[config.mk]
export PLATFORM = sky130hd
export DESIGN_NAME = des_perm_unit_flat
export DESIGN_NICKNAME = d
export VERILOG_FILES = /design/src/rtl/des_perm_unit_if.sv /design/src/rtl/des_perm_unit.sv /design/src/flat_wrapper.sv
export SDC_FILE = /design/constraint.sdc
export NUM_CORES = 1
export LEC_CHECK = 0
export CORE_MARGIN = 2
export CORE_UTILIZATION = 48
export DETAILED_ROUTE_END_ITERATION = 10
export HOLD_SLACK_MARGIN = 0.06
export PLACE_DENSITY = 0.77
export SETUP_SLACK_MARGIN = 0.4
export SLEW_MARGIN = 20
export SYNTH_ARGS = -nofsm -noshare
export SYNTH_HDL_FRONTEND = slang
export SYNTH_SLANG_ARGS = --single-unit
[constraint.sdc]
create_clock -name clk -period 4 [get_ports clk]
set_input_delay 0.8 -clock clk [delete_from_list [all_inputs] [get_ports clk]]
set_output_delay 0.8 -clock clk [all_outputs]
set_load 0.01 [all_outputs]
[src/rtl/des_perm_unit_if.sv]
// des_perm_unit_if: input/output block handshakes of the DES permutation unit.
interface des_perm_unit_if;
    logic        in_valid;
    logic        in_ready;
    logic        in_mode;
    logic [63:0] in_data;
    logic        out_valid;
    logic        out_ready;
    logic        out_mode;
    logic [63:0] out_data;
    modport master (
        output in_valid, in_mode, in_data, out_ready,
        input  in_ready, out_valid, out_mode, out_data
    );
    modport slave (
        input  in_valid, in_mode, in_data, out_ready,
        output in_ready, out_valid, out_mode, out_data
    );
endinterface

[src/rtl/des_perm_unit.sv]
// des_perm_unit: DES IP/FP bit permutation into an output FIFO.
// DES_PERM_SELFCHECK_EN keeps the original block per entry and checks the inverse on pop.
module des_perm_unit #(
    parameter int DEPTH = 4,
    parameter int CNT_W = 16
) (
    input  logic                   clk,
    input  logic                   rst,
    input  logic                   flush,
    des_perm_unit_if.slave         bus,
    output logic [$clog2(DEPTH):0] level,
    output logic [CNT_W-1:0]       blk_count,
    output logic                   chk_err
);
    localparam int AW = $clog2(DEPTH);
    localparam int LW = AW + 1;
`ifdef DES_PERM_SELFCHECK_EN
    localparam int EW = 129;
`else
    localparam int EW = 65;
`endif
    logic [EW-1:0]    r_mem [DEPTH];
    logic [AW-1:0]    r_wr;
    logic [AW-1:0]    r_rd;
    logic [LW-1:0]    r_level;
    logic [CNT_W-1:0] r_cnt;
    logic [EW-1:0]    w_entry;
    logic [EW-1:0]    w_head;
    logic             w_full;
    logic             w_push;
    logic             w_pop;

    // Closed-form FIPS tables: position p = 8*row + col, source DES bit t.
    function automatic logic [63:0] perm(input logic [63:0] d, input logic fp);
        logic [63:0] q;
        int r, c, t;
        q = '0;
        for (int p = 0; p < 64; p++) begin
            r = p / 8;
            c = p % 8;
            t = fp ? ((c % 2 == 1) ? 4 : 40) + 4 * c - r : ((r < 4) ? 58 : 49) + 2 * r - 8 * c;
            q[6'(63 - p)] = d[6'(64 - t)];
        end
        return q;
    endfunction

    assign w_full        = r_level == LW'(DEPTH);
    assign bus.in_ready  = !w_full && !flush && !rst;
    assign w_push        = bus.in_valid && bus.in_ready;
    assign w_pop         = bus.out_valid && bus.out_ready;
    assign w_head        = r_mem[r_rd];
    assign bus.out_valid = r_level != '0;
    assign bus.out_mode  = w_head[64];
    assign bus.out_data  = w_head[63:0];
    assign level         = r_level;
    assign blk_count     = r_cnt;

    always_ff @(posedge clk) begin
        if (rst) begin
            r_wr    <= '0;
            r_rd    <= '0;
            r_level <= '0;
            r_cnt   <= '0;
            for (int i = 0; i < DEPTH; i++) r_mem[i] <= '0;
        end else begin
            if (w_push) begin
                r_mem[r_wr] <= w_entry;
                r_cnt       <= r_cnt + 1'b1;
            end
            if (flush) begin
                r_wr    <= '0;
                r_rd    <= '0;
                r_level <= '0;
            end else begin
                if (w_push) r_wr <= r_wr + 1'b1;
                if (w_pop) r_rd <= r_rd + 1'b1;
                r_level <= r_level + LW'(w_push) - LW'(w_pop);
            end
        end
    end

`ifdef DES_PERM_SELFCHECK_EN
    logic r_chk_err;
    logic w_mismatch;
    assign w_entry    = {bus.in_data, bus.in_mode, perm(bus.in_data, bus.in_mode)};
    assign w_mismatch = w_pop && !flush && perm(bus.out_data, !bus.out_mode) != w_head[128:65];
    assign chk_err    = r_chk_err;
    always_ff @(posedge clk) begin
        if (rst) r_chk_err <= 1'b0;
        else if (w_mismatch) r_chk_err <= 1'b1;
    end
`else
    assign w_entry = {bus.in_mode, perm(bus.in_data, bus.in_mode)};
    assign chk_err = 1'b0;
`endif
endmodule

[src/flat_wrapper.sv]
// flat-port wrapper written by rule: the top's interface ports become plain ports
module des_perm_unit_flat 
#(
    parameter int DEPTH = 4,
    parameter int CNT_W = 16
)
  (clk, rst, flush, level, blk_count, chk_err, bus_in_valid, bus_in_mode, bus_in_data, bus_out_ready, bus_in_ready, bus_out_valid, bus_out_mode, bus_out_data);
  des_perm_unit_if bus_i ();
  input  logic clk;
  input  logic rst;
  input  logic flush;
  output logic [$clog2(DEPTH):0] level;
  output logic [CNT_W-1:0] blk_count;
  output logic chk_err;
  input wire logic [$bits(bus_i.in_valid)-1:0] bus_in_valid;
  input wire logic [$bits(bus_i.in_mode)-1:0] bus_in_mode;
  input wire logic [$bits(bus_i.in_data)-1:0] bus_in_data;
  input wire logic [$bits(bus_i.out_ready)-1:0] bus_out_ready;
  output wire logic [$bits(bus_i.in_ready)-1:0] bus_in_ready;
  output wire logic [$bits(bus_i.out_valid)-1:0] bus_out_valid;
  output wire logic [$bits(bus_i.out_mode)-1:0] bus_out_mode;
  output wire logic [$bits(bus_i.out_data)-1:0] bus_out_data;
  assign bus_i.in_valid = bus_in_valid;
  assign bus_i.in_mode = bus_in_mode;
  assign bus_i.in_data = bus_in_data;
  assign bus_i.out_ready = bus_out_ready;
  assign bus_in_ready = bus_i.in_ready;
  assign bus_out_valid = bus_i.out_valid;
  assign bus_out_mode = bus_i.out_mode;
  assign bus_out_data = bus_i.out_data;
  des_perm_unit #(.DEPTH(DEPTH), .CNT_W(CNT_W)) u_core (.clk(clk), .rst(rst), .flush(flush), .bus(bus_i), .level(level), .blk_count(blk_count), .chk_err(chk_err));
endmodule
==> flow_results.xml <==
<?xml version="1.0" encoding="UTF-8"?>
<metrics>
  <group name="die">
    <metric name="die_area" unit="sq mm">0.0154</metric>
    <metric name="design.core.area" unit="sq mm">0.0140</metric>
    <metric name="core.rowCount" unit="">43</metric>
    <metric name="ports" unit="">157</metric>
    <metric name="die_width" unit="microns">124</metric>
    <metric name="effective_utilization_at_floorplan" unit="%">49.6</metric>
    <metric name="chipHeight" unit="microns">124</metric>
  </group>
  <group name="worst_setup_path">
    <metric name="reg_to_reg_startpoint" unit="">u_core.level[1]$_SDFF_PP0_</metric>
    <metric name="worstSetupStartpointType" unit="">flip-flop</metric>
    <metric name="crit_path_end_kind" unit="">output port</metric>
    <metric name="reg2reg_slack" unit="ps">1330</metric>
    <metric name="worstReg2RegEnd" unit="">u_core.r_mem[3][11]$_DFFE_PP_</metric>
    <metric name="required" unit="ps">3200</metric>
    <metric name="worstPathMaxFanout" unit="">16</metric>
    <metric name="worstRegToRegCells" unit="">6</metric>
    <metric name="timing.setup.critical_path_class" unit="">flip-flop to output port</metric>
    <metric name="critPathArrivalTime" unit="ps">2600</metric>
  </group>
  <group name="drt">
    <metric name="drt_drc_violations_left" unit="">0</metric>
    <metric name="drt-initial-drc-count" unit="">432</metric>
    <metric name="drt_first_pass_iters" unit="">6</metric>
    <metric name="routed_wl" unit="mm">14.8</metric>
    <metric name="vias" unit="">4352</metric>
    <metric name="final_antenna_net_count" unit="">0</metric>
    <metric name="detail_route.vias_per_cell" unit="">5.35</metric>
    <metric name="routed_wire_length_per_instance" unit="microns">18.2</metric>
  </group>
  <group name="worst_hold_path">
    <metric name="min_delay_worst_endpoint" unit="">u_core.blk_count[15]$_SDFFE_PP0P_</metric>
    <metric name="min_delay_path_depth" unit="">2</metric>
    <metric name="min-delay-path-class" unit="">flip-flop to flip-flop</metric>
    <metric name="worstHoldStart" unit="">u_core.blk_count[15]$_SDFFE_PP0P_</metric>
  </group>
  <group name="run_status">
    <metric name="run_status" unit="">finished, final reports clean</metric>
  </group>
  <group name="placed_design">
    <metric name="port_buffers" unit="">105</metric>
    <metric name="gp_congestion" unit="">0.737</metric>
    <metric name="place.detailed.instances" unit="">781</metric>
    <metric name="dp_hpwl" unit="mm">8.92</metric>
  </group>
  <group name="synth">
    <metric name="count_of_warnings_emitted_by_yosys" unit="">0</metric>
    <metric name="ys.flop_type" unit="">sky130_fd_sc_hd__edfxtp_1</metric>
    <metric name="synth_top_family_by_area" unit="">multiplexers</metric>
    <metric name="synthesized_area_per_cell" unit="sq um">13.5</metric>
    <metric name="number_of_enable_type_register_cells_in_the_synthesized_netlist" unit="">128</metric>
    <metric name="yosys_register_bits" unit="">153</metric>
    <metric name="async_flop_share" unit="%">0</metric>
    <metric name="synthesis.instances" unit="">515</metric>
    <metric name="synth.mux.area_fraction" unit="%">14.7</metric>
    <metric name="post_synth_and_or_nand_nor_area_fraction" unit="%">11.9</metric>
    <metric name="synth-adder-area-share" unit="%">0.829</metric>
    <metric name="synthesized_area_fraction_occupied_by_xor_and_xnor_cells" unit="%">1.51</metric>
    <metric name="synth-compound-area-share" unit="%">1.60</metric>
    <metric name="post_synthesis_sequential_area_ratio" unit="%">62.6</metric>
    <metric name="synth.lib_cells_used.distinct" unit="">40</metric>
    <metric name="synth_area" unit="sq mm">0.00694</metric>
  </group>
  <group name="cts">
    <metric name="ctsHtreeMaxLevel" unit="">4</metric>
    <metric name="clk_transition_reported_paths" unit="ps">70</metric>
    <metric name="postCtsSetupBuffers" unit="">0</metric>
    <metric name="tritoncts" unit="">yes</metric>
    <metric name="cts_resized" unit="">0</metric>
    <metric name="clk_path_buf_depth" unit="">2</metric>
    <metric name="insertion_delay" unit="ps">420</metric>
    <metric name="clock-sinks" unit="">153</metric>
    <metric name="cts_hold_buf" unit="">0</metric>
    <metric name="cts_root_buf" unit="">sky130_fd_sc_hd__clkbuf_16</metric>
    <metric name="cts_made_buffers" unit="">17</metric>
  </group>
  <group name="cells_and_area">
    <metric name="multiInputGateArea" unit="sq mm">0.00226</metric>
    <metric name="area.growth.synth_to_final" unit="%">24.9</metric>
    <metric name="layout.cells.non_filler" unit="">813</metric>
    <metric name="final-seq-area" unit="sq mm">0.00435</metric>
    <metric name="share_of_post_route_cells_with_drive_strength_above_1" unit="%">14.4</metric>
    <metric name="num-nets-final" unit="">694</metric>
    <metric name="antenna_cells" unit="">0</metric>
    <metric name="fillerInstances" unit="">1031</metric>
  </group>
  <group name="timing">
    <metric name="setup_viol" unit="">0</metric>
    <metric name="max_clock_freq" unit="MHz">295</metric>
    <metric name="finalSetupTns" unit="ps">0</metric>
    <metric name="unrepaired_setup_endpoints_after_global_routing" unit="">no</metric>
    <metric name="final-max-slew-violation-count" unit="">0</metric>
    <metric name="fin_skew" unit="ps">10.8</metric>
    <metric name="final-hold-violation-count" unit="">0</metric>
    <metric name="fin_crit_sh" unit="%">84.9</metric>
    <metric name="layout_min_cycle_time" unit="ps">3400</metric>
    <metric name="worst_pin_slew" unit="ps">1000</metric>
    <metric name="worst_hold_slack" unit="ps">488</metric>
    <metric name="max-slew-margin-rel" unit="%">33.2</metric>
  </group>
  <group name="global_route">
    <metric name="gr-total-overflow" unit="">0</metric>
    <metric name="antenna_violations_before_repair" unit="">0</metric>
    <metric name="grt_pass1_vias" unit="">4517</metric>
    <metric name="grt_max_degree" unit="">35</metric>
    <metric name="grt_pass1_wl" unit="mm">23.3</metric>
    <metric name="track_usage" unit="%">19.6</metric>
  </group>
  <group name="power">
    <metric name="cell_internal_pwr" unit="mW">3.06</metric>
    <metric name="combinationalPowerShare" unit="%">8.4</metric>
    <metric name="p_leak" unit="nW">3.22</metric>
    <metric name="netSwitchingPower" unit="mW">0.828</metric>
    <metric name="clkPwrFrac" unit="%">44.9</metric>
    <metric name="powerDensity" unit="mW/mm^2">449</metric>
    <metric name="power.share.switching" unit="%">21.3</metric>
    <metric name="peakVddDrop" unit="mV">0.236</metric>
    <metric name="power.share.sequential" unit="%">46.7</metric>
  </group>
  <group name="flow_run">
    <metric name="maxCapViolations" unit="">0</metric>
  </group>
</metrics>
-- sequential cells by signal (all words and copies together) (netlist names), named ones only --
name	count
u_core.r_rd	2
u_core.r_wr	2
u_core.blk_count	16
u_core.level	3
u_core.r_mem	128
-- per-stage QoR --
stage	power, mW	worst slack, ps	area [sq um]	util, %
finish	3.89	604	8670	62.0
global route	4.00	424	8670	62.0
CTS	3.91	535	8670	62.0
detailed placement	2.18	804	8020	57.4
global placement	2.17	844	8020	57.4
floorplan	2.04	826	7070	-
-- worst max-delay path by stage --
| stage | cells past startpoint | end | from |
|---|---|---|---|
| after detailed placement | 7 | u_core.r_mem[3][15]$_DFFE_PP_ | rst |
| final | 3 | bus_out_data[31] | flip-flop |
| after floorplan | 6 | u_core.r_mem[3][0]$_DFFE_PP_ | flush |
| after global routing | 3 | bus_out_data[31] | flip-flop |
| after CTS | 3 | bus_out_data[31] | flip-flop |
| after global placement | 7 | u_core.r_mem[3][15]$_DFFE_PP_ | rst |
-- cells by family (layout without fill, tap and decap cells) --
family                   Yosys count  after routing
other                              1             34
XOR/XNOR                          12             12
flip-flops                       153            153
AO/OA/AOI/OAI                     21             21
buffers and inverters             75            160
adder cells (fa/ha/maj)            4              4
AND/OR/NAND/NOR                  187            187
multiplexers                      62             62
-- worst max-delay path, cell delays in order (launching register included) --
cell and delay [ps]:
sky130_fd_sc_hd__dfxtp_2 740, sky130_fd_sc_hd__buf_4 360, sky130_fd_sc_hd__mux4_2 520, sky130_fd_sc_hd__clkdlybuf4s50_1 540
-- layout make-up --
| cell class | instances | area share, % |
|---|---|---|
| clock inverter | 15 | 2.55 |
| multi-input combinational | 320 | 26.1 |
| timing repair buffer | 117 | 13.2 |
| inverter | 11 | 0.476 |
| tap | 180 | 2.60 |
| clock buffer | 17 | 4.91 |
| sequential | 153 | 50.1 |
-- synthesized netlist by cell type (7+ instances only) --
cell type	instances	area, sq um
sky130_fd_sc_hd__dfxtp_1	25	500
sky130_fd_sc_hd__buf_2	11	55.1
sky130_fd_sc_hd__edfxtp_1	128	3840
sky130_fd_sc_hd__clkbuf_1	9	33.8
sky130_fd_sc_hd__buf_4	38	285
sky130_fd_sc_hd__mux2i_1	30	300
sky130_fd_sc_hd__nand2_1	7	26.3
sky130_fd_sc_hd__inv_1	10	37.5
sky130_fd_sc_hd__xnor2_1	7	61.3
sky130_fd_sc_hd__a21oi_1	11	55.1
sky130_fd_sc_hd__or3_1	10	62.6
sky130_fd_sc_hd__mux4_2	32	721
sky130_fd_sc_hd__nor2_1	142	533
sky130_fd_sc_hd__o21ai_0	8	40.0
-- power groups by stage --
| stage | combinational, mW | sequential, mW | clock, mW |
|---|---|---|---|
| after floorplan | 0.196 | 1.84 | 0 |
| after global placement | 0.323 | 1.84 | 0 |
| after detailed placement | 0.329 | 1.85 | 0 |
| after CTS | 0.331 | 1.82 | 1.76 |
| after global routing | 0.354 | 1.82 | 1.82 |
| final | 0.328 | 1.82 | 1.75 |
-- placed cells by master, fill, tap and decap left out, types with 2 or more instances in the layout --
cell type                         netlist  layout
sky130_fd_sc_hd__a21oi_1               11      11
sky130_fd_sc_hd__nand2_1                7       7
sky130_fd_sc_hd__buf_4                 38      11
sky130_fd_sc_hd__bufinv_16              0       5
sky130_fd_sc_hd__inv_1                 10      10
sky130_fd_sc_hd__and4_1                 2       2
sky130_fd_sc_hd__clkdlybuf4s50_1        0     104
sky130_fd_sc_hd__ha_1                   3       3
sky130_fd_sc_hd__clkbuf_16              0      17
sky130_fd_sc_hd__nand4_1                4       4
sky130_fd_sc_hd__clkinvlp_4             0       2
sky130_fd_sc_hd__xor2_1                 5       5
sky130_fd_sc_hd__nand2b_2               0       3
sky130_fd_sc_hd__inv_6                  0       3
sky130_fd_sc_hd__xnor2_1                7       7
sky130_fd_sc_hd__edfxtp_1             128     128
sky130_fd_sc_hd__or3_1                 10      10
sky130_fd_sc_hd__dfxtp_2                0       2
sky130_fd_sc_hd__nor2_2                 3       3
sky130_fd_sc_hd__nor2_1               142     141
sky130_fd_sc_hd__clkinv_4               0       2
sky130_fd_sc_hd__o21ai_0                8       8
sky130_fd_sc_hd__mux2i_1               30      30
sky130_fd_sc_hd__dfxtp_1               25      23
sky130_fd_sc_hd__mux4_2                32      32
sky130_fd_sc_hd__clkinv_1               0       2
sky130_fd_sc_hd__nand3_1                4       4
sky130_fd_sc_hd__conb_1                 1      34
-- metal layers --
metal  track usage, %  up-vias  routed length [microns]
li1                 -     1995                        -
met1             24.0     2168                     5840
met2             33.6      180                     7660
met3             5.84        9                     1150
met4             5.95        0                      123
met5                0        -                        0
Note: power is estimated with default switching activity, not from simulation.
